File: src/rtl/fetch_unit.sv
// fetch_unit: single-outstanding instruction fetch FSM with redirect and stall handling
module fetch_unit #(
   parameter logic [31:0] RESET_PC = 32'h0000_0000
) (
   input  logic        clk,
   input  logic        rst,
   input  logic        stall_f,
   input  logic        redirect,
   input  logic [31:0] redirect_pc,
   output logic        imem_req,
   output logic [31:0] imem_addr,
   input  logic        imem_rvalid,
   input  logic [31:0] imem_rdata,
   output logic [31:0] instr_f,
   output logic [31:0] pc_plus_4_f,
   output logic        fetch_valid
);
   typedef enum logic [2:0] {IDLE, REQ, WAIT, DROP, HOLD} state_t;
   state_t      state_q, state_d;
   logic [31:0] pc_q, pc_d, buf_q, buf_d, tgt;
   // next state, pc and buffer; redirect targets are forced word-aligned
   always_comb begin
      state_d = state_q;
      pc_d    = pc_q;
      buf_d   = buf_q;
      tgt     = redirect_pc & ~32'h3;
      case (state_q)
         IDLE: begin
            state_d = REQ;
            pc_d    = redirect ? tgt : pc_q;
         end
         REQ: begin
            state_d = redirect ? DROP : WAIT;
            pc_d    = redirect ? tgt : pc_q;
         end
         WAIT: begin
            if (redirect) begin
               pc_d    = tgt;
               state_d = imem_rvalid ? REQ : DROP;
            end else if (imem_rvalid) begin
               buf_d   = imem_rdata;
               state_d = HOLD;
            end
         end
         DROP: begin
            pc_d    = redirect ? tgt : pc_q;
            state_d = imem_rvalid ? REQ : DROP;
         end
         HOLD: begin
            pc_d    = redirect ? tgt : (stall_f ? pc_q : pc_q + 32'd4);
            state_d = (redirect || !stall_f) ? REQ : HOLD;
         end
         default: state_d = IDLE;
      endcase
   end
   // state, pc and instruction buffer registers
   always_ff @(posedge clk or negedge rst) begin
      if (!rst) begin
         state_q <= IDLE;
         pc_q    <= RESET_PC;
         buf_q   <= '0;
      end else begin
         state_q <= state_d;
         pc_q    <= pc_d;
         buf_q   <= buf_d;
      end
   end
   // outputs decoded purely from registered state
   always_comb begin
      imem_req    = state_q == REQ;
      fetch_valid = state_q == HOLD;
      imem_addr   = pc_q;
      pc_plus_4_f = pc_q + 32'd4;
      instr_f     = fetch_valid ? buf_q : 32'h0;
   end
endmodule

File: config.mk
export PLATFORM = sky130hd
export DESIGN_NAME = fetch_unit
export DESIGN_NICKNAME = d
export VERILOG_FILES = /design/src/rtl/fetch_unit.sv
export SDC_FILE = /design/constraint.sdc
export NUM_CORES = 1
export LEC_CHECK = 0
export ABC_CLOCK_PERIOD_IN_PS = 4500
export CAP_MARGIN = 40
export CORE_MARGIN = 1.5
export CORE_UTILIZATION = 30
export DETAILED_ROUTE_END_ITERATION = 8
export PLACE_DENSITY = 0.64
export SETUP_SLACK_MARGIN = 0.5
export SLEW_MARGIN = 20
export SYNTH_ARGS = -nofsm -noshare
export SYNTH_HDL_FRONTEND = slang
export SYNTH_SLANG_ARGS = --single-unit
export TNS_END_PERCENT = 50
File: constraint.sdc
create_clock -name clk -period 4.5 [get_ports clk]
set_clock_uncertainty 0.05 [all_clocks]
set_input_delay 0.675 -clock clk [delete_from_list [all_inputs] [get_ports clk]]
set_output_delay 0.675 -clock clk [all_outputs]
set_load 0.01 [all_outputs]
Yosys cells after proc, flatten, opt, wreduce, memory -nomap -nowiden
Cells that the tools add are included.
{"block": "totals", "regBits": 67, "latchBits": 0, "ramBits": 0, "rom_bits": 0, "output_inout_bits": 98, "wordCells": 30, "n_memories": 0}
{"block": "op_classes", "n_addsub": 1, "multipliers": 0, "n_div": 0, "n_lt_le_gt_ge": 0, "n_eq_ne": 7, "shifts": 0, "n_mux": 11, "n_bitwise": 1, "n_reduce_logical": 7}
{"cell": "$mux 32", "n": 4}
{"cell": "$pmux 32 s2", "n": 1}
{"cell": "$add 32x3->32 const B", "n": 1}
{"cell": "$pmux 3 s5", "n": 1}
{"cell": "$mux 3", "n": 3}
{"cell": "$eq 3x2->1 const B", "n": 2}
{"cell": "$ne 3x3->1 const B", "n": 2}
{"cell": "$reduce_and 3->1", "n": 2}
{"cell": "$reduce_or 4->1", "n": 1}
{"cell": "$eq 3x1->1 const B", "n": 1}
{"cell": "$eq 3x3->1 const B", "n": 1}
{"cell": "$logic_not 3->1", "n": 1}
{"cell": "$mux 2", "n": 1}
{"cell": "$ne 2x1->1 const B", "n": 1}
{"cell": "$reduce_bool 2->1", "n": 1}
{"cell": "$logic_not 1->1", "n": 1}
{"cell": "$logic_or 1x1->1", "n": 1}
{"cell": "$mux 1", "n": 1}
{"cell": "$not 1->1", "n": 1}

Depth between registers and ports, before layout
Gate-level depths: netlist of the first run.
{"block": "logic_depth", "word_depth": 4, "mapped_depth": 7}

Worst setup path before layout of the first run
No wires, ideal clock.
{"block": "synth_path", "path_kind": "register -> output", "start": "register pc_q[2] (netlist: imem_addr[2])", "end": "output port pc_plus_4_f[22]", "arrival_time_ps": 1826, "setup_slack_ps": 1949, "stages_incl_launch_ff": 6, "path_buffers": 0, "path_cell_list": "dfrtp_1 -> ha_1 -> nand3_2 -> nor4_4 -> nand4_1 -> xnor2_1"}
{"block": "synth_via", "elab_chain_cells": 1}
{"element": "from (decl)", "line": "20", "text": "logic [31:0] pc_q, pc_d, buf_q, buf_d, tgt;"}
{"element": "from (signal assigned)", "line": "64", "text": "pc_q <= pc_d;"}
{"element": "$add 32x3->32", "line": "73", "text": "pc_plus_4_f = pc_q + 32'd4;"}
{"element": "to (decl)", "line": "15", "text": "output logic [31:0] pc_plus_4_f,"}
Every way passes these cells.

Worst setup path in the final report of the first run
{"block": "layout_path", "start": "register pc_q[2] (netlist: imem_addr[2])", "end": "output port pc_plus_4_f[28]"}
Same word-level chain as after synthesis.

==> flow_metrics.env, run 1 <==
export IMPL_finalSetupTns_ns=0
export IMPL_min_path_type="in2async"
export IMPL_post_cts_resize_count=0
export IMPL_synth_main_ff_cell="dfrtp_1"
export IMPL_p_int_mw=1.64
export IMPL_rows=41
export IMPL_power_leakage_nw=2.43
export IMPL_worst_ep_arrival_time_ns=2.96
export IMPL_routed_wl_mm=12.1
export IMPL_grt_pass1_vias=3741
export IMPL_seqPwrFrac_pct=40.9
export IMPL_dp_slack_ns=1.15
export IMPL_clockBufferDepth=2
export IMPL_fin_ws_ns=0.815
export IMPL_criticalPathCategory="reg2out"
export IMPL_cts_hold_buf=0
export IMPL_p_sw_share_pct=31.7
export IMPL_clkSinkCount=65
export IMPL_avgSynthCellArea_sq_um=9.40
export IMPL_fin_total_pwr_mw=2.40
export IMPL_fill_cells=1205
export IMPL_postSynthCellCount=411
export IMPL_slowest_stage="nor4_4"
export IMPL_fin_crit_sh_pct=81.9
export IMPL_worstReg2RegStart="imem_addr[2]"
export IMPL_startpoint_type="flop"
export IMPL_grt_ovfl_total=0
export IMPL_final_nets=628
export IMPL_slowest_delay_ns=0.58
export IMPL_first_iter_violations=200
export IMPL_clockPowerShare_pct=26.6
export IMPL_ys_types=43
export IMPL_whs_ns=0.0757
export IMPL_synthTopCellsByCount="dfrtp_1, and3_1, nand2_1"
export IMPL_clk_latency_ns=0.34
export IMPL_yosysMostFrequentCell="dfrtp_1"
export IMPL_cts_root_buf="clkbuf_16"
export IMPL_drt_pre_antenna_iters=4
export IMPL_drv_slew=0
export IMPL_area_growth_pct=52.9
export IMPL_worstMarginPinSlew_ns=0.627
export IMPL_ys_warnings_count=0
export IMPL_outcome="complete, no violations"
export IMPL_grt_usage_pct=18.3
export IMPL_die_h_um=116
export IMPL_rrSetupSlack_ns=2.18
export IMPL_multi_input_area_sq_mm=0.00208
export IMPL_place_hpwl_mm=8.67
export IMPL_wl_per_cell_um=16.6
export IMPL_detail_route_antenna_nets=0
export IMPL_antenna_cells=0
export IMPL_register_area_sq_mm=0.00163
export IMPL_die_w_um=116
export IMPL_h_tree_depth=3
export IMPL_place_congestion=0.851
export IMPL_crit_fanout=10
export IMPL_slew_headroom_pct=58.2
export IMPL_drcViolationCount=0
export IMPL_synth_top_area_cell="dfrtp_1"
export IMPL_async_flop_share_pct=100
export IMPL_numCtsBuffers=9
export IMPL_grt_max_degree=51
export IMPL_switching_power_mw=0.762
export IMPL_cts_tree="yes"
export IMPL_hold_viol=0
export IMPL_crit_required_ns=3.77
export IMPL_crit_chain="ha_1 -> nand3_2 -> nor4_4 -> nand2_1 -> xnor2_1 -> clkdlybuf4s50_1"
export IMPL_ys_seq_area_share_pct=42.1
export IMPL_vdd_ir_drop_max_v=0.000240
export IMPL_antenna_found_initial=0
export IMPL_yosysTopAreaCellShare_pct=42.1
export IMPL_portBuffers=160
export IMPL_boundaryPins=167
export IMPL_initial_core_util_pct=30.7
export IMPL_synth_seq_cells=65
export IMPL_p_per_area_mw_per_mm2=407
export IMPL_cap_viol_max_count=0
export IMPL_die_area_sq_mm=0.0136
export IMPL_drive_gt1_share_pct=11.6
export IMPL_end_kind="primary output"
export IMPL_grt_pass1_wl_mm=19.1
export IMPL_crit_buf_inv=1
export IMPL_synth_area_sq_mm=0.00386
export IMPL_cts_setup_buffers=0
export IMPL_period_needed_ns=3.69
export IMPL_setup_violations=0
export IMPL_clk_pin_slew_ns=0.05
export IMPL_via_count=3774
export IMPL_crit_start="imem_addr[2]"
export IMPL_comb_power_share_pct=32.6
export IMPL_critPathTopFamily="simple AND/OR/NAND/NOR gates"
export IMPL_coreArea_sq_mm=0.0126
export IMPL_timing_fmax_mhz=271
export IMPL_synth_area_leaders="dfrtp_1, mux2_2, and3_1"
export IMPL_via_per_inst=5.16
export IMPL_synth_edff_count=0
export IMPL_rsz0062_at_grt="false"
-- worst register-to-register path: cells and delay by family, from the launching register on --
family / cells / cell delay [ns]
fa+ha+maj: 1 / 0.29
simple gates: 4 / 1.23
compound gates: 1 / 0.12
flops: 1 / 0.48
-- kinds of logic after synthesis --
kind of cell,share of synthesized area (%)
compound gates,12.9
xor+xnor,6.58
fa+ha+maj,0.324
buf+inv,4.66
flops,42.1
mux,9.33
other cells,0.0971
simple gates,24.0
-- power by group through the flow --
stage	logic [mW]	registers, mW	clock network [mW]
finish	0.782	0.981	0.638
global route	0.853	1.01	0.678
CTS	0.787	0.981	0.651
detailed placement	0.783	0.987	0
global placement	0.757	0.975	0
floorplan	0.445	0.916	0
-- area by class of cell --
cell class                 instances  share of cell area, %
sequential                        65                   27.5
multi-input combinational        307                   35.2
clock buffer                      11                   4.28
inverter                           5                  0.318
timing repair buffer             170                   28.9
tap                              172                   3.64
clock inverter                     1                 0.0848
-- cells in the final DEF (no fill, tap or decap), types with 2 or more instances in the layout --
master           count
o21ai_0             16
nor4_1               4
nand3_1             19
buf_8                3
buf_4                6
clkbuf_8             2
a2bb2oi_1            8
conb_1               4
clkbuf_16            9
nand2_1             35
a31oi_1              3
and2_1               3
xor2_1               7
nor4_4               2
nand4_1             16
a21oi_1             26
mux2_2              32
o22ai_1             10
nor3_1               3
nor2_1              20
nor3b_1              2
a22oi_1              5
o311ai_1             3
and4_1               4
inv_1                5
clkdlybuf4s50_1    159
dfrtp_1             65
o311ai_0             6
and3_1              44
xnor2_1             22
-- sequential cells by signal, indices dropped and copies added (netlist names) --
signal     cells
imem_addr     30
buf_q         32
state_q        3
-- metal layers --
layer	vias up	track usage, %	wire length, um	share of wire (%)
met2	161	29.5	5550	46
met1	1813	22.2	5200	43
met4	0	8.62	268	2.2
met3	16	5.92	1120	9.2
met5	-	0	0	0
li1	1784	-	-	-
-- path summary, 6_finish.rpt --
| kind | endpoint | cells after the start |
|---|---|---|
| worst min-delay path | buf_q[19] | 1 |
| worst max register to register | imem_addr[22] | 6 |
| worst max-delay path | pc_plus_4_f[28] | 6 |
| min in group clk | buf_q[4] | 1 |
| max in group asynchronous | state_q[1] | 3 |
| worst min register to register | buf_q[4] | 1 |
-- per-stage QoR --
stage                     std cells  utilization, %  area, sq um
after global routing            731            47.0         5900
after detailed placement        717            44.6         5610
after floorplan                 414               -         3870
after global placement          715            44.4         5580
final                           731            47.0         5900
after CTS                       729            46.7         5870
Note: power is estimated with default switching activity, not from simulation.
==> run 2, diff against run 1 <==
--- a/config.mk
+++ b/config.mk
@@ -5,12 +5,12 @@
 export SDC_FILE = /design/constraint.sdc
 export NUM_CORES = 1
 export LEC_CHECK = 0
-export ABC_CLOCK_PERIOD_IN_PS = 4500
+export ABC_CLOCK_PERIOD_IN_PS = 3300
 export CAP_MARGIN = 40
 export CORE_MARGIN = 1.5
 export CORE_UTILIZATION = 30
 export DETAILED_ROUTE_END_ITERATION = 8
-export PLACE_DENSITY = 0.64
+export PLACE_DENSITY = 0.67
 export SETUP_SLACK_MARGIN = 0.5
 export SLEW_MARGIN = 20
 export SYNTH_ARGS = -nofsm -noshare
==> constraint.sdc (replaced) <==
create_clock -name clk -period 3.3 [get_ports clk]
set_clock_uncertainty 0.05 [all_clocks]
set_input_delay 0.495 -clock clk [delete_from_list [all_inputs] [get_ports clk]]
set_output_delay 0.495 -clock clk [all_outputs]
set_load 0.01 [all_outputs]
==> run 2 against run 1 <==
Hold slack better by 0.0037 ns. Register-to-register slack worse by 0.98 ns. Die area stayed put. Clock power is 50% higher. Clock-buffer cell count stayed put. Design area is 7.0% higher. Combinational power is 51% higher. Via count is 5.8% higher. First-iteration DRC count is 18% higher. Cell count is 5.9% higher.
==> flow_metrics.env, run 2 (synthesis gave the netlist of run 1 again) <==
export IMPL_rows=41
export IMPL_period_needed_ns=2.95
export IMPL_grt_max_degree=51
export IMPL_die_w_um=116
export IMPL_fin_ws_ns=0.354
export IMPL_clkSinkCount=65
export IMPL_cts_tree="yes"
export IMPL_clk_pin_slew_ns=0.06
export IMPL_cts_root_buf="clkbuf_16"
export IMPL_fill_cells=1180
export IMPL_dp_slack_ns=0.277
export IMPL_initial_core_util_pct=30.7
export IMPL_crit_chain="nand4_1 -> buf_4 -> nor4_4 -> nand4_1 -> buf_4 -> xnor2_1 -> clkdlybuf4s50_1"
export IMPL_wl_per_cell_um=16.0
export IMPL_place_congestion=0.855
export IMPL_worstMarginPinSlew_ns=0.509
export IMPL_grt_usage_pct=18.4
export IMPL_via_per_inst=5.16
export IMPL_die_h_um=116
export IMPL_drv_slew=0
export IMPL_clockBufferDepth=2
export IMPL_final_nets=667
export IMPL_place_hpwl_mm=8.73
export IMPL_portBuffers=160
export IMPL_slowest_stage="clkdlybuf4s50_1"
export IMPL_finalSetupTns_ns=0
export IMPL_rrSetupSlack_ns=1.20
export IMPL_largest_register_ffs=32
export IMPL_rsz0062_at_grt="true"
export IMPL_criticalPathCategory="reg2out"
export IMPL_die_area_sq_mm=0.0136
export IMPL_slew_headroom_pct=65.8
export IMPL_drt_pre_antenna_iters=5
export IMPL_layout_common_cells="clkdlybuf4s50_1, buf_4, dfrtp_1"
export IMPL_outcome="complete, no violations"
export IMPL_coreArea_sq_mm=0.0126
export IMPL_multi_input_area_sq_mm=0.00214
export IMPL_crit_required_ns=2.75
export IMPL_area_growth_pct=63.5
export IMPL_grt_pass1_vias=3791
export IMPL_end_kind="primary output"
export IMPL_top_register="buf_q"
export IMPL_fin_crit_sh_pct=89.3
export IMPL_drcViolationCount=0
export IMPL_p_per_area_mw_per_mm2=547
export IMPL_register_area_sq_mm=0.00165
export IMPL_first_iter_violations=236
export IMPL_layout_commonest_cell="clkdlybuf4s50_1"
export IMPL_detail_route_antenna_nets=0
export IMPL_startpoint_type="flop"
export IMPL_numCtsBuffers=9
export IMPL_grt_pass1_wl_mm=19.4
export IMPL_via_count=3993
export IMPL_drive_gt1_share_pct=22.8
export IMPL_whs_ns=0.0794
export IMPL_h_tree_depth=3
export IMPL_grt_ovfl_total=0
export IMPL_power_leakage_nw=2.70
export IMPL_clk_latency_ns=0.32
export IMPL_boundaryPins=167
export IMPL_worst_ep_arrival_time_ns=2.40
export IMPL_crit_fanout=4
export IMPL_cap_viol_max_count=0
export IMPL_min_path_type="in2async"
export IMPL_antenna_found_initial=1
export IMPL_hold_viol=0
export IMPL_antenna_cells=0
export IMPL_timing_fmax_mhz=339
export IMPL_vdd_ir_drop_max_v=0.000246
export IMPL_routed_wl_mm=12.4
export IMPL_setup_violations=0
export IMPL_slowest_delay_ns=0.55
## run 2: changes by cell type in the layout (fill, tap and decap cells not counted), moves of 3 or more
| cell | change |
|---|---|
| buf_4 | +40 |
| clkdlybuf4s50_1 | -13 |
| dfrtp_1 | -21 |
| dfrtp_2 | +21 |
| dlygate4sd2_1 | +7 |
| dlymetal6s2s_1 | +6 |
| nor2_1 | -3 |
## run 2: where the power goes
group | internal [mW] | switching (mW) | total [mW]
combinational | 0.692 | 0.493 | 1.18
clock | 0.603 | 0.353 | 0.956
sequential | 1.08 | 0.235 | 1.31
## run 2: layer usage
metal | routed length [um] | track usage (%)
met5 | 10 | 0
met4 | 187 | 6.50
met3 | 1210 | 6.33
met2 | 5760 | 29.9
met1 | 5190 | 22.7
## run 2: area by class of cell
| cell class | instances | share of cell area [%] |
|---|---|---|
| Multi-Input combinational cell | 307 | 33.9 |
| Timing Repair Buffer | 209 | 31.5 |
| Sequential cell | 65 | 26.2 |
| Clock buffer | 11 | 3.84 |
| Tap cell | 172 | 3.41 |
| Clock inverter | 5 | 0.872 |
| Inverter | 5 | 0.297 |
## run 2: final timing paths
check,end,depth (start not counted),start
worst min-delay path,buf_q[22],2,rst
max in group asynchronous,imem_addr[23],3,rst
worst min register to register,buf_q[26],1,buf_q[26]
worst max-delay path,pc_plus_4_f[31],7,imem_addr[12]
worst max register to register,imem_addr[22],6,imem_addr[2]
min in group clk,buf_q[26],1,buf_q[26]
## run 2: timing repair
action,4_1_cts,5_1_grt
gates resized for setup,31,16
buffers inserted,18,17
hold buffers,0,0
pin swaps,9,11
gates cloned,0,0
endpoints found under the setup margin,23,16
## run 2: through the flow
| stage | utilization (%) | total power [mW] | instance area (sq um) | cells |
|---|---|---|---|---|
| floorplan | - | 1.86 | 3870 | 414 |
| global placement | 44.8 | 2.37 | 5630 | 721 |
| detailed placement | 44.9 | 2.42 | 5640 | 722 |
| CTS | 48.8 | 3.45 | 6130 | 756 |
| global route | 50.3 | 3.65 | 6320 | 774 |
| finish | 50.3 | 3.45 | 6320 | 774 |
## run 2: worst max-delay path, delay by kind of cell, from the launching register on
family	cells	cell delay [ns]
xor+xnor	1	0.13
simple gates	3	0.64
flops	1	0.39
buf+inv	3	0.90
